==> config.mk <==
export PLATFORM = sky130hd
export DESIGN_NAME = led_blink_pio
export DESIGN_NICKNAME = d
export VERILOG_FILES = /design/src/rtl/led_blink_pio.sv
export SDC_FILE = /design/constraint.sdc
export NUM_CORES = 1
export LEC_CHECK = 0
export ABC_AREA = 0
export ABC_CLOCK_PERIOD_IN_PS = 5000
export BUFFER_PORTS_ARGS = -buffer_cell sky130_fd_sc_hd__buf_2
export CELL_PAD_IN_SITES_DETAIL_PLACEMENT = 1
export CELL_PAD_IN_SITES_GLOBAL_PLACEMENT = 1
export CORE_ASPECT_RATIO = 1.1
export CORE_MARGIN = 1.5
export CORE_UTILIZATION = 49
export DETAILED_ROUTE_END_ITERATION = 6
export PLACE_DENSITY = 0.91
export SLEW_MARGIN = 10
export SYNTH_ARGS = -nofsm -noshare
export SYNTH_HDL_FRONTEND = slang
export SYNTH_SLANG_ARGS = --single-unit
==> constraint.sdc <==
create_clock -name clk -period 5 [get_ports clk]
set_clock_uncertainty 0.15 [all_clocks]
set_input_delay 1 -clock clk [delete_from_list [all_inputs] [get_ports clk]]
set_output_delay 1 -clock clk [all_outputs]
set_load 0.005 [all_outputs]
==> src/rtl/led_blink_pio.sv <==
// Purpose : memory-mapped LED output port with per-bit hardware blink driven by a half-period timer.
// Latency : register writes reach led_out one clk after the write edge; readdata is registered (latency 1).
// Backpr. : none; writes always accepted in one cycle, no waitrequest.
//
// Ports:
//   clk        system clock
//   reset_n    asynchronous, active-low reset
//   address    word address (0 DATA, 1 MASK, 2 PERIOD, 3 TOGGLE/phase)
//   write      single-cycle write strobe
//   writedata  write data; only [WIDTH-1:0] used except for PERIOD
//   readdata   registered read data of the addressed register
//   led_out    registered LED drive, 1 = on
module led_blink_pio #(
    parameter int          WIDTH      = 10,
    parameter logic [31:0] PERIOD_RST = 32'd0
) (
    input  logic             clk,
    input  logic             reset_n,
    input  logic [1:0]       address,
    input  logic             write,
    input  logic [31:0]      writedata,
    output logic [31:0]      readdata,
    output logic [WIDTH-1:0] led_out
);

    localparam logic [1:0] ADDR_DATA   = 2'd0;
    localparam logic [1:0] ADDR_MASK   = 2'd1;
    localparam logic [1:0] ADDR_PERIOD = 2'd2;
    localparam logic [1:0] ADDR_TOGGLE = 2'd3;

    logic [WIDTH-1:0] data_q;
    logic [WIDTH-1:0] mask_q;
    logic [31:0]      period_q;
    logic [31:0]      cnt_q;
    logic             phase_q;

    logic             wr_data;
    logic             wr_mask;
    logic             wr_period;
    logic             wr_toggle;
    logic [31:0]      rd_nxt;

    assign wr_data   = write && (address == ADDR_DATA);
    assign wr_mask   = write && (address == ADDR_MASK);
    assign wr_period = write && (address == ADDR_PERIOD);
    assign wr_toggle = write && (address == ADDR_TOGGLE);

    // DATA and MASK registers; TOGGLE flips DATA bits in place.
    always_ff @(posedge clk or negedge reset_n) begin
        if (!reset_n) begin
            data_q <= '0;
            mask_q <= '0;
        end else begin
            if (wr_data)
                data_q <= writedata[WIDTH-1:0];
            else if (wr_toggle)
                data_q <= data_q ^ writedata[WIDTH-1:0];
            if (wr_mask)
                mask_q <= writedata[WIDTH-1:0];
        end
    end

    // Half-period timer. A PERIOD write restarts the timer from a known
    // state, which also means a smaller PERIOD can never be overrun by cnt.
    always_ff @(posedge clk or negedge reset_n) begin
        if (!reset_n) begin
            period_q <= PERIOD_RST;
            cnt_q    <= '0;
            phase_q  <= 1'b0;
        end else if (wr_period) begin
            period_q <= writedata;
            cnt_q    <= '0;
            phase_q  <= 1'b0;
        end else if (period_q == 32'd0) begin
            cnt_q    <= '0;
            phase_q  <= 1'b0;
        end else if (cnt_q == period_q - 32'd1) begin
            cnt_q    <= '0;
            phase_q  <= ~phase_q;
        end else begin
            cnt_q    <= cnt_q + 32'd1;
        end
    end

    // Read mux over pre-edge register values; narrow registers zero-extend.
    always_comb begin
        rd_nxt = '0;
        case (address)
            ADDR_DATA:   rd_nxt[WIDTH-1:0] = data_q;
            ADDR_MASK:   rd_nxt[WIDTH-1:0] = mask_q;
            ADDR_PERIOD: rd_nxt            = period_q;
            ADDR_TOGGLE: rd_nxt[0]         = phase_q;
            default:     rd_nxt            = '0;
        endcase
    end

    // Outputs are registered from pre-edge state, so a register write
    // shows up on led_out one edge after it is taken.
    always_ff @(posedge clk or negedge reset_n) begin
        if (!reset_n) begin
            readdata <= '0;
            led_out  <= '0;
        end else begin
            readdata <= rd_nxt;
            led_out  <= data_q ^ (mask_q & {WIDTH{phase_q}});
        end
    end

endmodule

### Word level (Yosys, flattened, before mapping)

Index checks and enable logic that the tools add are counted.

* div/mod/pow operators: 0
* bitwise logic cells: 4
* equal/unequal tests: 4
* $add $sub $neg: 2
* shift-type cells: 0
* $mul: 0
* magnitude comparators: 0
* mux-type cells: 11
* reductions and logical operators: 8

Operators with widths (number)
* $mux 32: 3
* $add 32x1->32 const B: 1
* $eq 32x32->1: 1
* $logic_not 32->1: 1
* $sub 32x1->32 const B: 1
* $pmux 9 s3: 1
* $mux 22: 1
* $mux 10: 2
* $xor 10x10->10: 2
* $and 10x10->10: 1
* $eq 2x2->1 const B: 2
* $logic_and 1x1->1: 4
* $pmux 1 s4: 1
* $mux 1: 3
* $reduce_bool 3->1: 1
* $eq 2x1->1 const B: 1
* $logic_not 2->1: 1
* $reduce_bool 2->1: 1
* $not 1->1: 1

* output and inout bits: 42
* word-level logic and storage cells: 36
* memory bits (writable): 0
* ROM bits: 0
* register bits after elaboration: 127
* input port bits: 37
* memories kept: 0
* latch bits: 0

### Longest topological paths before layout

Gate-level depths: netlist of the first run.

* depth after elaboration: 5
* mapped depth: 11
* depth with buffers taken out: 10

### Worst setup path after synthesis of the first run

OpenSTA, ideal clock, no wires.

* path kind: flip-flop to flip-flop
* from: register period_q[19]
* to: register cnt_q[2]
* arrival time: 2852 ps
* required time: 4703 ps
* setup time: 147 ps
* setup slack: 1850 ps
* stages on the path, launching flop included: 11
* path through: dfrtp_1 or4_1 or3_1 buf_2 or3_1 o2bb2a_1 nand4_1 a2111o_1 nor2_2 buf_2 nor3_1

* longest elaborated chain between the ends: 5
* elaborated cells between the ends (all ways): 6

RTL lines
* from (decl): line 33 `logic [31:0] period_q;`
* from (signal assigned): line 71 `period_q <= writedata;`
* $sub 32x1->32: line 77 `end else if (cnt_q == period_q - 32'd1) begin`
* $eq 32x32->1: line 77
* $mux 32: line 77
* $mux 32 *: line 74 `end else if (period_q == 32'd0) begin`
* $mux 32 *: line 70 `end else if (wr_period) begin`
* to (signal assigned): line 81 `cnt_q <= cnt_q + 32'd1;`
* to (decl): line 34 `logic [31:0] cnt_q;`

Mark *: on every way between the ends. The rest lies on a longest branch, timed or not.
A chain may end at the register's enable or synchronous reset.

### Worst setup path in the final report of the first run

* from: register period_q[0]
* to: register cnt_q[2]

Same word-level chain as after synthesis.

==> results.py, run 1 <==
metrics = {
    "worst_setup_path": {
        "regToRegStartpoint": "period_q[0]",
        "path_class": "reg -> reg",
        "cp_data_required_time_ns": 5.14,
        "end_kind": "register",
        "path_common_cell": "nor3_1",
        "crit_slowest_cell": "nor3_1",
        "path_cells": "nor3_1, nand4_1, nor4_1, a211oi_1, o21a_1, a2111o_1, nor2_2, buf_4, nor3_1",
        "cp-start-kind": "register",
        "worstPathArrival_ns": 3.91,
        "r2r_setup_slack_ns": 1.23,
        "critical-path-max-stage-delay_ns": 0.82,
        "worstRegToRegCells": 9,
        "critPathBufInv": 1,
        "timing.rr.end": "cnt_q[2]",
        "crit_family": "simple AND/OR/NAND/NOR gates",
        "cp_max_fo": 32,
    },
    "timing": {
        "fmax_mhz": 265,
        "slew-limit-headroom_pct": 30.2,
        "maxSlewViolCount": 0,
        "period_share_pct": 75.3,
        "hold_violations": 0,
        "rsz0062_at_grt": "no",
        "hold_ws_ns": 0.396,
        "period_needed_ns": 3.77,
        "worstMarginPinSlew_ns": 1.04,
        "finalSetupTns_ns": 0,
        "setup_viol": 0,
    },
    "logic_synthesis": {
        "synth.top_cell.area_share_pct": 48.6,
        "synth-edff-count": 0,
        "yosysTopAreaCell": "dfrtp_1",
        "synthCells": 650,
        "yosys-top-cells-area": "dfrtp_1, mux2_2, xnor2_1",
        "synth.distinct_cells": 48,
        "syn_area_per_cell_um2": 10.1,
        "synth_seq_cells": 127,
        "synth_area_um2": 6540,
        "synth_ff_type": "dfrtp_1",
        "ys_async_sr_fraction_pct": 100,
        "yosys_warnings": 0,
        "syn_nets": 689,
        "ys_seq_area_share_pct": 48.6,
    },
    "route": {
        "wire_per_inst_um": 21.3,
        "viasPerCell": 6.03,
        "finalWirelength_mm": 19.0,
        "antenna_left": 0,
        "drt_iter0_drc": 226,
        "vias": 5385,
        "drc_errors": 0,
        "drt_pass1_iterations": 5,
    },
    "clocking": {
        "ctsResizeCount": 0,
        "htreeDepth": 4,
        "clkTransAtPathRegs_ns": 0.06,
        "cts_setup_buffers": 0,
        "numCtsBuffers": 17,
        "cts_max_path_buffers": 2,
        "cts_sinks": 127,
        "cts_tree": "yes",
        "ctsHoldBuffers": 0,
        "cts-root-buf": "clkbuf_16",
        "clk_latency_ns": 0.43,
    },
    "grt": {
        "grt_start_max_net_pins": 51,
        "grt_pass1_vias": 5983,
        "grt_pass1_wl_mm": 31.0,
        "antenna_found_initial": 0,
        "track_usage_pct": 29.3,
        "grt_overflow": 0,
    },
    "cells_and_area": {
        "layout_common_cells": "dfrtp_1, buf_2, nand2_1, xnor2_1, nor2_1",
        "regArea_um2": 3180,
        "diodes": 0,
        "multiInputGateArea_um2": 3160,
        "num-fill-cells": 1480,
        "final_common_cell": "dfrtp_1",
        "layout-drive-gt1-share_pct": 22.4,
        "final_cells": 893,
        "fin_util_pct": 58.5,
        "syn_to_final_growth_pct": 17.3,
        "nets": 758,
    },
    "die": {
        "rows": 44,
        "fp.dieH_um": 124,
        "io_pins": 79,
        "start_util_pct": 49.9,
        "core_area_um2": 13100,
        "dieArea_um2": 14000,
        "die_x_um": 113,
    },
    "placement": {
        "dp_hpwl_mm": 13.2,
        "dp.cells": 861,
        "gp_congestion": 0.901,
        "io_buffers": 78,
    },
    "worst_hold_path": {
        "whs_path_depth": 1,
        "hold_start": "mask_q[6]",
        "hold_path_end": "mask_q[6]",
        "hold_path_class": "reg -> reg",
    },
    "job": {
        "max-cap-violations": 0,
    },
    "power_and_ir_drop": {
        "power_density_nw_per_um2": 409,
        "ir_worst_vdd_v": 0.000242,
        "leakage_nw": 3.35,
    },
    "status": {
        "status": "completed",
    },
}
==> metal layers <==
layer | global-route usage (%) | vias to the layer above | part of all wire (%)
li1 | - | 2417 | -
met3 | 5.94 | 65 | 3.9
met2 | 56.2 | 168 | 55
met5 | 0 | - | 0
met1 | 29.5 | 2735 | 37
met4 | 16.9 | 0 | 4.5
==> cell families after synthesis <==
group           Yosys count  share of synthesized area, %
fa+ha+maj                 2                         0.383
flops                   127                          48.6
simple gates            249                          19.8
compound gates           85                          8.14
buf+inv                  54                          3.18
xor+xnor                 80                          10.7
mux                      53                          9.11
==> stage by stage <==
stage / total power, mW / setup slack (ns) / area [µm²]
final: 3.14 / 1.23 / 7660
after global routing: 3.25 / 1.02 / 7660
after CTS: 3.15 / 1.28 / 7660
after detailed placement: 1.87 / 1.37 / 7060
after global placement: 1.82 / 1.58 / 7060
after floorplan: 1.65 / 1.85 / 6540
==> worst max-delay path by stage <==
stage            startpoint        to  slack, ns  cells past startpoint
6_report        period_q[0]  cnt_q[2]       1.23                      9
5_1_grt         period_q[2]  cnt_q[6]       1.02                      9
4_1_cts         period_q[0]  cnt_q[2]       1.28                      9
3_5_place_dp    period_q[0]  cnt_q[2]       1.37                      9
3_3_place_gp    period_q[0]  cnt_q[1]       1.58                     11
2_1_floorplan  period_q[19]  cnt_q[2]       1.85                     10
==> synthesized netlist by cell type (all sizes together) (2+ instances only) <==
library cell	number
a211oi	11
a21oi	25
a311oi	2
a31oi	3
and2	23
and3	10
and4	2
buf	10
clkbuf	26
dfrtp	127
ha	2
inv	18
mux2	42
mux2i	10
nand2	49
nand2b	5
nand3	16
nand3b	2
nand4	16
nor2	46
nor2b	2
nor3	41
nor3b	6
nor4	10
nor4b	3
o211ai	2
o21ai	17
o22ai	10
o31ai	6
or2	3
or3	10
or4	4
xnor2	49
xor2	31
==> power breakdown <==
| group | internal [mW] | switching [mW] | leakage, nW | total, mW |
|---|---|---|---|---|
| Sequential | 1.16 | 0.191 | 1.63 | 1.35 |
| Combinational | 0.252 | 0.272 | 1.43 | 0.525 |
| Clock | 0.807 | 0.451 | 0.286 | 1.26 |
==> state kept, by name, indices dropped and copies added (netlist names) <==
signal,cells
phase_q,1
led_out,10
readdata,32
mask_q,10
data_q,10
period_q,32
cnt_q,32
==> cell type report <==
class                      count  area share, %
inverter                      18          0.882
sequential                   127           41.5
clock buffer                  22           6.06
multi-input combinational    469           41.3
clock inverter                10           1.78
tap                          161           2.63
timing repair buffer          86           5.91
Power figures use the tool's default switching activity.
==> inputs of run 2 (changes only) <==
Settings changed: ABC_CLOCK_PERIOD_IN_PS 5000 to 3800, CORE_UTILIZATION 49 to 46, PLACE_DENSITY 0.91 to 0.87.
Clock period 5 ns to 3.8 ns, I/O delays scaled along.
==> run 2 against run 1 <==
Design area grew 2.0%. Setup slack lost 0.90 ns. Sequential share of layout area shrank 0.81 points. Sequential power grew 32%. Critical path depth shrank 1. Combinational power grew 36%. First-iteration DRC count shrank 6.2%. Global-route usage shrank 0.53 points. Via count is essentially flat. Largest power group is now the clock network.
==> results.py, run 2 (synthesis gave the netlist of run 1 again) <==
metrics = {
    "status": {
        "status": "completed",
    },
    "cells_and_area": {
        "final_cells": 926,
        "biggestRegsByFlops": "cnt_q: 32 flops, period_q: 32 flops, readdata: 32 flops",
        "postLayoutCellArea_um2": 7820,
        "diodes": 0,
        "num-fill-cells": 1569,
        "syn_to_final_growth_pct": 19.6,
        "layout_common_cells": "dfrtp_1, buf_2, nand2_1, xnor2_1, nor2_1",
        "nets": 764,
        "final_common_cell": "dfrtp_1",
        "layout-drive-gt1-share_pct": 23.4,
    },
    "grt": {
        "track_usage_pct": 28.7,
        "antenna_found_initial": 0,
        "grt_overflow": 0,
        "grt_start_max_net_pins": 68,
        "grt_busiest_layer": "met2",
        "grt_pass1_vias": 6068,
        "met2_usage_pct": 51.8,
        "use_met1_pct": 30.7,
        "grt_pass1_wl_mm": 32.1,
        "use_met3_pct": 6.43,
    },
    "clocking": {
        "cts-root-buf": "clkbuf_16",
        "cts_setup_buffers": 0,
        "clk_latency_ns": 0.44,
        "cts_tree": "yes",
        "numCtsBuffers": 17,
        "ctsResizeCount": 0,
        "cts_max_path_buffers": 2,
        "htreeDepth": 4,
        "cts_sinks": 127,
        "ctsHoldBuffers": 0,
        "clkTransAtPathRegs_ns": 0.06,
    },
    "timing": {
        "rsz0062_at_grt": "no",
        "worst_slack_ns": 0.335,
        "slew-limit-headroom_pct": 49.0,
        "period_needed_ns": 3.47,
        "setup_viol": 0,
        "period_share_pct": 91.2,
        "finalSetupTns_ns": 0,
        "fmax_mhz": 289,
        "maxSlewViolCount": 0,
        "worstMarginPinSlew_ns": 0.758,
        "hold_violations": 0,
    },
    "route": {
        "wire_per_inst_um": 21.0,
        "drt_pass1_iterations": 5,
        "finalWirelength_mm": 19.5,
        "viasPerCell": 5.81,
        "drt_iter0_drc": 212,
        "drc_errors": 0,
        "vias": 5380,
        "antenna_left": 0,
    },
    "placement": {
        "dp.cells": 894,
        "dpl_worst_slack_ns": 0.405,
        "place_area_um2": 7170,
        "gp_congestion": 0.900,
        "dp_hpwl_mm": 13.4,
        "io_buffers": 78,
    },
    "worst_setup_path": {
        "cp_data_required_time_ns": 4.00,
        "path_cells": "nor4_1, nand3_1, xor2_1, a311oi_1, o221ai_1, a2111o_1, or3_1, a21oi_1",
        "worstPathArrival_ns": 3.67,
        "critical-path-max-stage-delay_ns": 0.67,
        "crit_slowest_cell": "nor4_1",
        "path_class": "reg -> reg",
        "r2r_setup_slack_ns": 0.33,
        "end_kind": "register",
        "cp-start-kind": "register",
        "cp_max_fo": 9,
    },
    "power_and_ir_drop": {
        "power.total_mw": 4.29,
        "leakage_nw": 3.41,
        "ir_worst_vdd_v": 0.000346,
        "power_density_nw_per_um2": 549,
    },
    "die": {
        "start_util_pct": 47.2,
        "rows": 45,
        "fp.dieH_um": 128,
        "dieArea_um2": 14900,
        "core_area_um2": 13900,
        "die_x_um": 117,
        "io_pins": 79,
    },
    "job": {
        "max-cap-violations": 0,
    },
    "worst_hold_path": {
        "hold_path_class": "in -> async",
    },
}
## run 2: cell count changes in the layout (fill, tap and decap cells not counted), sizes merged
cell / previous run / this run
clkbuf: 22 / 19
inv: 18 / 24
buf: 86 / 92
bufinv: 3 / 4
clkinv: 4 / 1
clkinvlp: 3 / 2
## run 2: layer usage
layer | vias to the layer above | routed length, µm
met2 | 157 | 10700
met1 | 2736 | 7260
li1 | 2429 | -
met5 | - | 0
met3 | 58 | 722
met4 | 0 | 769
## run 2: power by group
group          internal, mW  switching [mW]  leakage (nW)
combinational         0.343           0.371          1.47
sequential             1.53           0.253          1.63
clock                  1.14           0.650         0.312
## run 2: per-stage QoR
stage	hold slack (ns)	util (%)
3_3_place_gp	0.360	51.7
5_1_grt	0.180	56.4
6_report	0.148	56.4
3_5_place_dp	0.379	51.7
2_1_floorplan	0.314	-
4_1_cts	0.155	56.4
## run 2: final cells by class
class                      count  area, µm²  share of cell area (%)
clock buffer                  19        453                    5.79
clock inverter                13        196                    2.51
timing repair buffer          92        523                    6.69
tap                          188        235                    3.01
inverter                      18       67.6                   0.864
sequential                   127       3180                    40.7
multi-input combinational    469       3160                    40.5
## run 2: worst max-delay path, delay by kind of cell (launching register included)
kind            cells  cell delay [ns]
compound gates      4             1.16
xor+xnor            1             0.24
flops               1             0.48
simple gates        3             1.33
## run 2: final timing paths
check	from	end	cells past startpoint
worst max-delay path	period_q[16]	phase_q	8
worst min-delay path	reset_n	period_q[20]	1
worst max register to register	period_q[16]	phase_q	8
worst min register to register	mask_q[4]	mask_q[4]	1
max in group asynchronous	reset_n	mask_q[3]	2
min in group clk	mask_q[4]	mask_q[4]	1
